File: src/rtl/text_token_buffer.sv
// Sentence buffer: strips leading/repeated delimiters, optionally folds upper case,
// stores characters tagged with end-of-word and drains them once the sentence closes.
module text_token_buffer #(
    parameter int unsigned       DATA_W    = 8,
    parameter int unsigned       DEPTH     = 64,
    parameter logic [DATA_W-1:0] DELIM     = DATA_W'(8'h20),
    parameter bit                FOLD_CASE = 1'b0
) (
    input  logic                     clk,
    input  logic                     rst_n,
    input  logic                     wr_en,
    input  logic [DATA_W-1:0]        wr_data,
    input  logic                     wr_last,
    output logic                     wr_rdy,
    input  logic                     rd_en,
    output logic                     rd_valid,
    output logic [DATA_W-1:0]        rd_data,
    output logic                     rd_eow,
    output logic                     rd_eos,
    output logic [$clog2(DEPTH):0]   word_count,
    output logic                     overflow,
    output logic                     sdone
);

    localparam int unsigned       AW       = $clog2(DEPTH);
    localparam int unsigned       CW       = AW + 1;
    localparam logic [CW-1:0]     FULL     = CW'(DEPTH);
    localparam logic [DATA_W-1:0] UC_LO    = DATA_W'(8'h41);
    localparam logic [DATA_W-1:0] UC_HI    = DATA_W'(8'h5A);
    localparam logic [DATA_W-1:0] CASE_OFS = DATA_W'(8'h20);

    typedef enum logic [1:0] {
        ST_FILL  = 2'd0,
        ST_FLUSH = 2'd1,
        ST_DRAIN = 2'd2,
        ST_DONE  = 2'd3
    } state_t;

    state_t            state, state_nxt;
    logic [DATA_W:0]   mem [DEPTH];
    logic [AW-1:0]     wptr, wptr_nxt;
    logic [AW-1:0]     rptr, rptr_nxt;
    logic [CW-1:0]     count, count_nxt;
    logic [CW-1:0]     wc_nxt;
    logic [DATA_W-1:0] pend, pend_nxt;
    logic              pend_v, pend_v_nxt;
    logic              ovf_nxt;
    logic              mem_we;
    logic [DATA_W:0]   mem_wdata;
    logic              accept;
    logic [DATA_W-1:0] folded;

    // Status and first-word fall-through read port derived from the registered state.
    assign wr_rdy   = ((state == ST_FILL) || (state == ST_DONE)) && (count < FULL);
    assign rd_valid = (state == ST_DRAIN) && (count != '0);
    assign rd_data  = rd_valid ? mem[rptr][DATA_W-1:0] : '0;
    assign rd_eow   = rd_valid & mem[rptr][DATA_W];
    assign rd_eos   = rd_valid && (count == CW'(1));
    assign sdone    = (state == ST_DONE);
    assign accept   = wr_en & wr_rdy;
    assign folded   = (FOLD_CASE && (wr_data >= UC_LO) && (wr_data <= UC_HI))
                      ? wr_data + CASE_OFS : wr_data;

    // Next-state logic: the pending character is committed once its word tag is known.
    always_comb begin
        state_nxt  = state;
        wptr_nxt   = wptr;
        rptr_nxt   = rptr;
        count_nxt  = count;
        pend_nxt   = pend;
        pend_v_nxt = pend_v;
        wc_nxt     = word_count;
        ovf_nxt    = overflow;
        mem_we     = 1'b0;
        mem_wdata  = '0;
        unique case (state)
            ST_FILL, ST_DONE: begin
                if (accept) begin
                    if (state == ST_DONE) begin
                        state_nxt = ST_FILL;
                        wc_nxt    = '0;
                        ovf_nxt   = 1'b0;
                    end
                    if (wr_data == DELIM) begin
                        if (pend_v) begin
                            mem_we     = 1'b1;
                            mem_wdata  = {1'b1, pend};
                            wc_nxt     = wc_nxt + CW'(1);
                            pend_v_nxt = 1'b0;
                        end
                    end else begin
                        if (pend_v) begin
                            mem_we    = 1'b1;
                            mem_wdata = {1'b0, pend};
                        end
                        pend_nxt   = folded;
                        pend_v_nxt = 1'b1;
                    end
                end else if (wr_en) begin
                    ovf_nxt = 1'b1;
                end
                if (wr_last) begin
                    state_nxt = ST_FLUSH;
                end
            end
            ST_FLUSH: begin
                if (pend_v) begin
                    wc_nxt     = word_count + CW'(1);
                    pend_v_nxt = 1'b0;
                    if (count < FULL) begin
                        mem_we    = 1'b1;
                        mem_wdata = {1'b1, pend};
                    end else begin
                        ovf_nxt = 1'b1;
                    end
                end
                state_nxt = ((count != '0) || mem_we) ? ST_DRAIN : ST_DONE;
            end
            ST_DRAIN: begin
                if (rd_valid && rd_en) begin
                    rptr_nxt  = rptr + AW'(1);
                    count_nxt = count - CW'(1);
                    if (count == CW'(1)) begin
                        state_nxt = ST_DONE;
                    end
                end else if (count == '0) begin
                    state_nxt = ST_DONE;
                end
            end
            default: state_nxt = ST_FILL;
        endcase
        if (mem_we) begin
            wptr_nxt  = wptr + AW'(1);
            count_nxt = count + CW'(1);
        end
    end

    // Control registers.
    always_ff @(posedge clk or negedge rst_n) begin
        if (!rst_n) begin
            state      <= ST_FILL;
            wptr       <= '0;
            rptr       <= '0;
            count      <= '0;
            pend       <= '0;
            pend_v     <= 1'b0;
            word_count <= '0;
            overflow   <= 1'b0;
        end else begin
            state      <= state_nxt;
            wptr       <= wptr_nxt;
            rptr       <= rptr_nxt;
            count      <= count_nxt;
            pend       <= pend_nxt;
            pend_v     <= pend_v_nxt;
            word_count <= wc_nxt;
            overflow   <= ovf_nxt;
        end
    end

    // Character storage, not reset.
    always_ff @(posedge clk) begin
        if (mem_we) begin
            mem[wptr] <= mem_wdata;
        end
    end

endmodule
File: config.mk
export PLATFORM = sky130hd
export DESIGN_NAME = text_token_buffer
export DESIGN_NICKNAME = d
export VERILOG_FILES = /design/src/rtl/text_token_buffer.sv
export SDC_FILE = /design/constraint.sdc
export NUM_CORES = 1
export LEC_CHECK = 0
export CAP_MARGIN = 20
export CORE_UTILIZATION = 25
export CTS_BUF_LIST = sky130_fd_sc_hd__clkbuf_4
export CTS_CLUSTER_DIAMETER = 120
export DETAILED_ROUTE_END_ITERATION = 10
export PLACE_DENSITY_LB_ADDON = 0.25
export SLEW_MARGIN = 15
export SYNTH_ARGS = -nofsm -noshare
export SYNTH_HDL_FRONTEND = slang
export SYNTH_SLANG_ARGS = --single-unit
File: constraint.sdc
create_clock -name clk -period 10.5 [get_ports clk]
set_input_delay 2.1 -clock clk [delete_from_list [all_inputs] [get_ports clk]]
set_output_delay 2.1 -clock clk [all_outputs]
set_load 0.005 [all_outputs]
==> flow_metrics.py, run 1 <==
metrics = {
    "run_status": {
        "status": "complete, no violations",
    },
    "yosys": {
        "synthesis.nets": 1335,
        "synth_cells": 1310,
        "synth_area_per_cell_um2": 18.9,
        "synth_top_area_share_pct": 69.9,
        "synthFlopType": "edfxtp_1",
        "ys_types": 73,
        "ys_ff_latch": 614,
        "synth_area_mm2": 0.0248,
        "synth_edf_count": 576,
        "yosys_warnings": 0,
        "synth_area_leader_cell": "edfxtp_1",
        "ys_seq_area_share_pct": 73.7,
        "netlist_top_cells_area": "edfxtp_1 70%, mux4_2 10%, mux2i_1 4.2%, dfrtp_1 3.8%, nor2_1 1.2%",
        "async_reset_ff_share_pct": 6.19,
    },
    "clocking": {
        "cts_max_level": 4,
        "path_clk_slew_ps": 60,
        "hold_buffers": 0,
        "cts-buffers-inserted": 158,
        "cts_root_buf": "clkbuf_4",
        "clk_latency_ps": 970,
        "cts_resized": 0,
        "cts_tree": "built",
        "postCtsSetupRepairBufs": 0,
        "clock_sinks": 614,
        "cts.path.max_buffers": 3,
    },
    "detailed_routing": {
        "dr_total_vias": 13000,
        "drt_wl_total_um": 61900,
        "ant_nets": 0,
        "avgRoutedWirePerCell_um": 21.7,
        "drcViolationCount": 0,
        "first_iter_violations": 895,
        "vias_per_cell": 4.57,
        "firstDrtPassIters": 5,
    },
    "worst_setup_path": {
        "cp.arrival_ps": 4980,
        "r2r_slack_ps": 6570,
        "cp_slowest_stage_delay_ps": 1020,
        "worst_setup_path_end_kind": "primary output",
        "slowest_stage": "a2111oi_0",
        "cp-start-kind": "flop",
        "required_ps": 8400,
        "crit_buf_inv": 2,
        "critPathMaxFanout": 109,
        "crit_chain": "buf_12 > mux4_2 > o22ai_1 > a2111oi_0 > a32o_1 > clkdlybuf4s50_1",
        "cp_top_family": "compound AO/OA/AOI/OAI gates",
        "critical_path_class": "reg -> out",
    },
    "floorplanning": {
        "io_pins": 34,
        "row_count": 115,
        "floorplan.core_area_mm2": 0.0983,
        "die_y_um": 317,
        "die_area_mm2": 0.100,
        "start_util_pct": 25.2,
        "die_x_um": 317,
    },
    "layout": {
        "seqCellArea_mm2": 0.0183,
        "mostFrequentLayoutCell": "edfxtp_1",
        "final_cell_mix": "576 x edfxtp_1, 230 x clkbuf_4, 112 x mux4_2, 103 x mux2i_1, 80 x nor2_1",
        "fill_cells": 9741,
        "layout-drive-gt1-share_pct": 27.0,
        "area_growth_pct": 14.9,
        "multi_input_area_mm2": 0.00607,
        "fin_nets": 1476,
    },
    "power_and_ir_drop": {
        "combinationalPowerShare_pct": 29.1,
        "clkPwrFrac_pct": 27.6,
        "irDropWorstVdd_mv": 0.180,
        "power_density_mw_per_mm2": 254,
        "power.switching_mw": 2.41,
        "p_leak_nw": 9.23,
        "sw_frac_of_total_pct": 33.3,
        "power_frac_seq_pct": 43.3,
        "internal_power_mw": 4.81,
    },
    "placement": {
        "place_ws_ps": 4220,
        "hpwl_um": 37100,
        "io_buffers": 33,
        "place_congestion": 0.814,
    },
    "timing": {
        "drv_slew": 0,
        "finalHoldViolations": 0,
        "relSlewSlack_pct": 19.7,
        "min_period_ps": 7080,
        "finalCritPeriodShare_pct": 67.4,
        "fmax_mhz": 141,
        "setup_ws_ps": 3420,
        "setup_violations": 0,
        "worstMarginPinSlew_ps": 1170,
        "setup_tns_ps": 0,
        "rsz0062_at_grt": "false",
        "finClkSkew_ps": 43.5,
    },
    "run": {
        "drv_cap": 0,
    },
    "global_routing": {
        "grt_usage_pct": 12.6,
        "grt_overflow_total": 0,
        "antenna_found_initial": 2,
        "grt_max_degree": 110,
        "grt_pass1_wl_um": 91600,
        "grt_pass1_vias": 13600,
    },
    "hold_path": {
        "min-delay-path-class": "reg -> reg",
    },
}
flip-flops by register name, summed over array words and instances (netlist names):
name and count:
count 7, mem 576, overflow 1, pend 8
pend_v 1, rptr 6, state 2, word_count 7
wptr 6
worst paths after layout:
path / from / to / depth (start not counted)
min reg2reg: pend[6] / pend[6] / 1
max reg2reg: state[1] / mem[13][5] / 6
min: pend[6] / pend[6] / 1
max in group asynchronous: rst_n / rptr[0] / 1
max: rptr[0] / rd_data[6] / 6
min in group asynchronous: rst_n / pend[6] / 1
final cells by class:
class / count / share of cell area (%)
clock buffer: 230 / 6.07
inverter: 13 / 0.172
sequential: 614 / 64.2
antenna: 3 / 0.0264
multi-input combinational: 609 / 21.4
timing repair buffer: 55 / 1.78
clock inverter: 36 / 0.717
tap: 1287 / 5.66
cells in the mapped netlist (9+ instances only):
cell,number
inv_1,11
ha_1,12
a2111oi_0,9
nor2b_1,9
o21ai_0,19
clkbuf_1,30
a21oi_1,26
nand3_1,22
o22ai_1,10
a22oi_1,21
mux4_2,112
buf_4,15
dfrtp_1,38
and2_1,9
edfxtp_1,576
buf_2,16
o211ai_1,9
xnor2_1,16
a32o_1,9
nor2_1,82
mux2i_1,103
nand2_1,50
metrics by stage:
| stage | area, um^2 | util [%] | instances | total power, mW | hold WS, ps |
|---|---|---|---|---|---|
| 2_1_floorplan | 24800 | - | 1310 | 4.53 | 458 |
| 3_3_place_gp | 26400 | 26.9 | 2572 | 5.29 | 480 |
| 3_5_place_dp | 26500 | 26.9 | 2576 | 5.32 | 482 |
| 4_1_cts | 28400 | 28.9 | 2842 | 7.34 | 500 |
| 5_1_grt | 28400 | 28.9 | 2847 | 7.59 | 524 |
| 6_report | 28400 | 28.9 | 2847 | 7.22 | 500 |
power groups by stage:
stage | clock, mW | sequential [mW] | combinational (mW)
2_1_floorplan | 0 | 2.99 | 1.54
3_3_place_gp | 0 | 3.18 | 2.12
5_1_grt | 2.18 | 3.15 | 2.25
6_report | 1.99 | 3.12 | 2.10
4_1_cts | 2.07 | 3.13 | 2.15
3_5_place_dp | 0 | 3.18 | 2.14
layer usage:
layer | part of all wire, % | vias up | track usage [%] | wire length, um
met5 | 0 | - | 0 | 0
li1 | - | 5707 | - | -
met4 | 2.8 | 0 | 4.91 | 1750
met2 | 49 | 372 | 20.3 | 30200
met1 | 43 | 6817 | 16.1 | 26900
met3 | 5.0 | 102 | 3.30 | 3090
cell families after synthesis:
kind of cell,after synthesis,synth area share [%]
flip-flops,614,73.7
AO/OA/AOI/OAI,139,4.11
multiplexers,223,14.7
buffers and inverters,87,1.86
AND/OR/NAND/NOR,218,4.38
adder cells (fa/ha/maj),12,0.607
XOR/XNOR,17,0.602
No activity file was read; power rests on OpenSTA's default activity.
==> run 2: changes to the inputs <==
==> constraint.sdc (replaced) <==
create_clock -name clk -period 6.6 [get_ports clk]
set_input_delay 1.32 -clock clk [delete_from_list [all_inputs] [get_ports clk]]
set_output_delay 1.32 -clock clk [all_outputs]
set_load 0.005 [all_outputs]
==> flow_metrics.py, run 2 (synthesis results as in run 1) <==
metrics = {
    "detailed_routing": {
        "firstDrtPassIters": 5,
        "dr_total_vias": 13200,
        "ant_nets": 0,
        "avgRoutedWirePerCell_um": 22.4,
        "drcViolationCount": 0,
        "vias_per_cell": 4.61,
        "first_iter_violations": 933,
        "drt_wl_total_um": 64400,
    },
    "clocking": {
        "hold_buffers": 0,
        "clk_latency_ps": 1010,
        "cts.path.max_buffers": 3,
        "postCtsSetupRepairBufs": 0,
        "cts_root_buf": "clkbuf_4",
        "path_clk_slew_ps": 70,
        "clock_sinks": 614,
        "cts_tree": "built",
        "cts-buffers-inserted": 163,
        "cts_resized": 0,
        "cts_max_level": 4,
    },
    "power_and_ir_drop": {
        "p_leak_nw": 9.36,
        "irDropWorstVdd_mv": 0.310,
        "power_density_mw_per_mm2": 411,
    },
    "global_routing": {
        "antenna_found_initial": 3,
        "grt_pass1_wl_um": 94200,
        "grt_usage_pct": 13.0,
        "grt_pass1_vias": 13800,
        "grt_overflow_total": 0,
        "grt_max_degree": 65,
    },
    "timing": {
        "holdWs_ps": 402,
        "worstMarginPinSlew_ps": 1120,
        "setup_violations": 0,
        "setup_tns_ps": 0,
        "finalCritPeriodShare_pct": 93.0,
        "min_period_ps": 6140,
        "finalHoldViolations": 0,
        "relSlewSlack_pct": 24.8,
        "rsz0062_at_grt": "false",
        "fmax_mhz": 163,
        "drv_slew": 0,
        "finClkSkew_ps": 78.9,
    },
    "floorplanning": {
        "io_pins": 34,
        "row_count": 115,
        "floorplan.core_area_mm2": 0.0983,
        "die_area_mm2": 0.100,
        "die_y_um": 317,
        "die_x_um": 317,
        "start_util_pct": 25.2,
    },
    "layout": {
        "top_regs": "mem x576, pend x8",
        "mostFrequentLayoutCell": "edfxtp_1",
        "fin_nets": 1494,
        "regMostFlops": "mem",
        "area_growth_pct": 15.8,
        "layout-drive-gt1-share_pct": 27.4,
        "largest_reg_flops": 576,
        "final_cell_mix": "576 x edfxtp_1, 225 x clkbuf_4, 112 x mux4_2, 103 x mux2i_1, 80 x nor2_1",
    },
    "run": {
        "drv_cap": 0,
    },
    "hold_path": {
        "min-delay-path-class": "in -> async",
    },
    "placement": {
        "io_buffers": 33,
        "place_congestion": 0.773,
        "hpwl_um": 38700,
    },
    "worst_setup_path": {
        "critPathMaxFanout": 16,
        "cp-start-kind": "flop",
        "worst_setup_path_end_kind": "primary output",
        "critical_path_class": "reg -> out",
        "required_ps": 5280,
        "cp.arrival_ps": 4820,
    },
    "run_status": {
        "status": "complete, no violations",
    },
}
==> run 2: changes by cell type in the layout (fill, tap and decap cells not counted), moves of 5 or more <==
cell	delta
clkbuf_4	-5
a2111oi_0	-5
buf_4	+9
clkinv_1	+9
a2111oi_1	+5
==> run 2: worst paths after layout <==
| check | endpoint | cells past startpoint | slack, ps | from |
|---|---|---|---|---|
| min in group clk | pend[4] | 1 | 500 | pend[4] |
| max in group asynchronous | rptr[1] | 2 | 5720 | rst_n |
| max | rd_data[0] | 6 | 460 | rptr[4] |
| min reg2reg | pend[4] | 1 | 500 | pend[4] |
| max reg2reg | mem[46][8] | 6 | 2690 | state[1] |
| min | count[2] | 2 | 400 | rst_n |
==> run 2: area by class of cell <==
class	instances	area (um^2)
clock inverter	52	378
timing repair buffer	68	606
inverter	13	48.8
clock buffer	225	1690
multi-input combinational	609	6070
fill	9776	69600
sequential	614	18300
antenna	2	5.00
tap	1287	1610
==> run 2: worst max-delay path: stages, from the launching register on <==
cell and delay (ps):
dfrtp_1 840, nor2b_1 450, nand2_1 470, o22ai_1 160
a2111oi_1 950, a32o_1 380, clkdlybuf4s50_1 550
==> run 2: stage by stage <==
stage / instance area [um^2] / power, mW / setup slack (ps) / instances / util (%)
5_1_grt: 28700 / 12.3 / 331 / 2870 / 29.2
3_5_place_dp: 26600 / 8.54 / 1640 / 2590 / 27.1
6_report: 28700 / 11.8 / 462 / 2870 / 29.2
4_1_cts: 28700 / 12.0 / 470 / 2867 / 29.2
2_1_floorplan: 24800 / 7.20 / 2210 / 1310 / -
3_3_place_gp: 26500 / 8.50 / 1150 / 2584 / 27.0
==> run 2: report_power, final <==
| part | switching (mW) | internal [mW] |
|---|---|---|
| combinational | 2.08 | 1.43 |
| sequential | 0.296 | 4.60 |
| clock | 1.56 | 1.81 |
| total | 3.93 | 7.84 |
==> run 2: metal layers <==
layer | vias to the layer above | part of all wire (%) | global-route usage, % | wire [um]
li1 | 5746 | - | - | -
met3 | 76 | 6.7 | 3.66 | 4280
met2 | 448 | 47 | 20.3 | 30500
met4 | 2 | 1.6 | 4.17 | 1030
met1 | 6962 | 44 | 17.5 | 28600
met5 | - | 0.020 | 0 | 13
==> run 3: changes to the inputs <==
--- a/config.mk
+++ b/config.mk
@@ -10,7 +10,7 @@
 export CTS_BUF_LIST = sky130_fd_sc_hd__clkbuf_4
 export CTS_CLUSTER_DIAMETER = 120
 export DETAILED_ROUTE_END_ITERATION = 10
-export PLACE_DENSITY_LB_ADDON = 0.25
+export PLACE_DENSITY_LB_ADDON = 0.15
 export SLEW_MARGIN = 15
 export SYNTH_ARGS = -nofsm -noshare
 export SYNTH_HDL_FRONTEND = slang
==> flow_metrics.py, run 3 (synthesis results as in run 1) <==
metrics = {
    "run_status": {
        "status": "complete, no violations",
    },
    "detailed_routing": {
        "vias_per_cell": 4.53,
        "ant_nets": 0,
        "drcViolationCount": 0,
        "dr_total_vias": 13200,
        "drt_wl_total_um": 67900,
        "first_iter_violations": 845,
        "avgRoutedWirePerCell_um": 23.3,
        "firstDrtPassIters": 5,
    },
    "clocking": {
        "clk_latency_ps": 1000,
        "cts.path.max_buffers": 3,
        "cts_tree": "built",
        "hold_buffers": 0,
        "cts_resized": 0,
        "path_clk_slew_ps": 70,
        "clock_sinks": 614,
        "cts_root_buf": "clkbuf_4",
        "cts_max_level": 4,
        "cts-buffers-inserted": 170,
        "postCtsSetupRepairBufs": 0,
    },
    "layout": {
        "fin_util_pct": 29.6,
        "regMostFlops": "mem",
        "area_growth_pct": 17.4,
        "largest_reg_flops": 576,
        "fin_nets": 1516,
        "mostFrequentLayoutCell": "edfxtp_1",
        "layout-drive-gt1-share_pct": 29.4,
        "top_regs": "mem x576, pend x8",
        "fin_area_mm2": 0.0291,
        "final_cell_mix": "576 x edfxtp_1, 258 x clkbuf_4, 112 x mux4_2, 103 x mux2i_1, 80 x nor2_1",
    },
    "global_routing": {
        "grt_pass1_vias": 14000,
        "grt_max_degree": 52,
        "grt_pass1_wl_um": 98800,
        "grt_usage_pct": 13.8,
        "grt_overflow_total": 0,
        "antenna_found_initial": 1,
    },
    "floorplanning": {
        "floorplan.core_area_mm2": 0.0983,
        "io_pins": 34,
        "die_y_um": 317,
        "start_util_pct": 25.2,
        "die_x_um": 317,
        "die_area_mm2": 0.100,
        "row_count": 115,
    },
    "power_and_ir_drop": {
        "p_leak_nw": 9.59,
        "irDropWorstVdd_mv": 0.188,
        "total_power_mw": 12.1,
        "power_density_mw_per_mm2": 415,
    },
    "worst_setup_path": {
        "worst_setup_path_end_kind": "primary output",
        "cp-start-kind": "flop",
        "cp.arrival_ps": 4650,
        "critPathMaxFanout": 28,
        "critical_path_class": "reg -> out",
        "required_ps": 5280,
    },
    "placement": {
        "place_congestion": 0.763,
        "postPlaceCellArea_mm2": 0.0267,
        "hpwl_um": 41900,
        "io_buffers": 33,
    },
    "timing": {
        "setup_tns_ps": 0,
        "finClkSkew_ps": 66.6,
        "worstMarginPinSlew_ps": 1060,
        "min_period_ps": 5970,
        "drv_slew": 0,
        "finalHoldViolations": 0,
        "setup_violations": 0,
        "fmax_mhz": 167,
        "finalCritPeriodShare_pct": 90.5,
        "relSlewSlack_pct": 28.8,
        "rsz0062_at_grt": "false",
        "holdWs_ps": 232,
    },
    "hold_path": {
        "min-delay-path-class": "in -> async",
    },
    "run": {
        "drv_cap": 0,
    },
}
[run 3: layer usage]
metal / vias up / wire [um] / GRT usage [%]
met2: 336 / 32600 / 22.0
li1: 5824 / - / -
met3: 102 / 2970 / 3.09
met4: 0 / 1160 / 4.40
met5: - / 0 / 0
met1: 6936 / 31200 / 18.7
[run 3: power by group]
part	switching (mW)	internal, mW
Sequential	0.369	4.60
Clock	1.64	1.95
Combinational	2.05	1.45
Total	4.06	7.99
[run 3: final timing paths]
path                          start             to  slack, ps  cells past startpoint
max                         rptr[0]     rd_data[0]        630                      6
min                           rst_n  word_count[1]        230                      1
max reg2reg                state[1]     mem[12][5]       2780                      7
min reg2reg                 pend[2]        pend[2]        490                      1
max in group asynchronous     rst_n        rptr[2]       5800                      2
min in group clk            pend[2]        pend[2]        490                      1
[run 3: stage by stage]
step / worst slack [ps] / instances
finish: 626 / 2916
global route: 313 / 2915
CTS: 362 / 2911
detailed placement: 1510 / 2603
global placement: 1160 / 2599
floorplan: 2210 / 1310
[run 3: layout make-up]
| type | instances | area [um^2] |
|---|---|---|
| multi-input combinational | 609 | 6070 |
| tap | 1287 | 1610 |
| clock buffer | 258 | 1940 |
| timing repair buffer | 83 | 776 |
| inverter | 13 | 48.8 |
| antenna | 2 | 5.00 |
| fill | 9748 | 69200 |
| sequential | 614 | 18300 |
| clock inverter | 50 | 345 |
[run 3: worst max-delay path, cell delays in order (launching register included)]
cell and delay [ps]:
dfrtp_4 830, buf_4 550, mux4_2 370, o22ai_1 90, a2111oi_1 910, a32o_1 340
clkdlybuf4s50_1 560
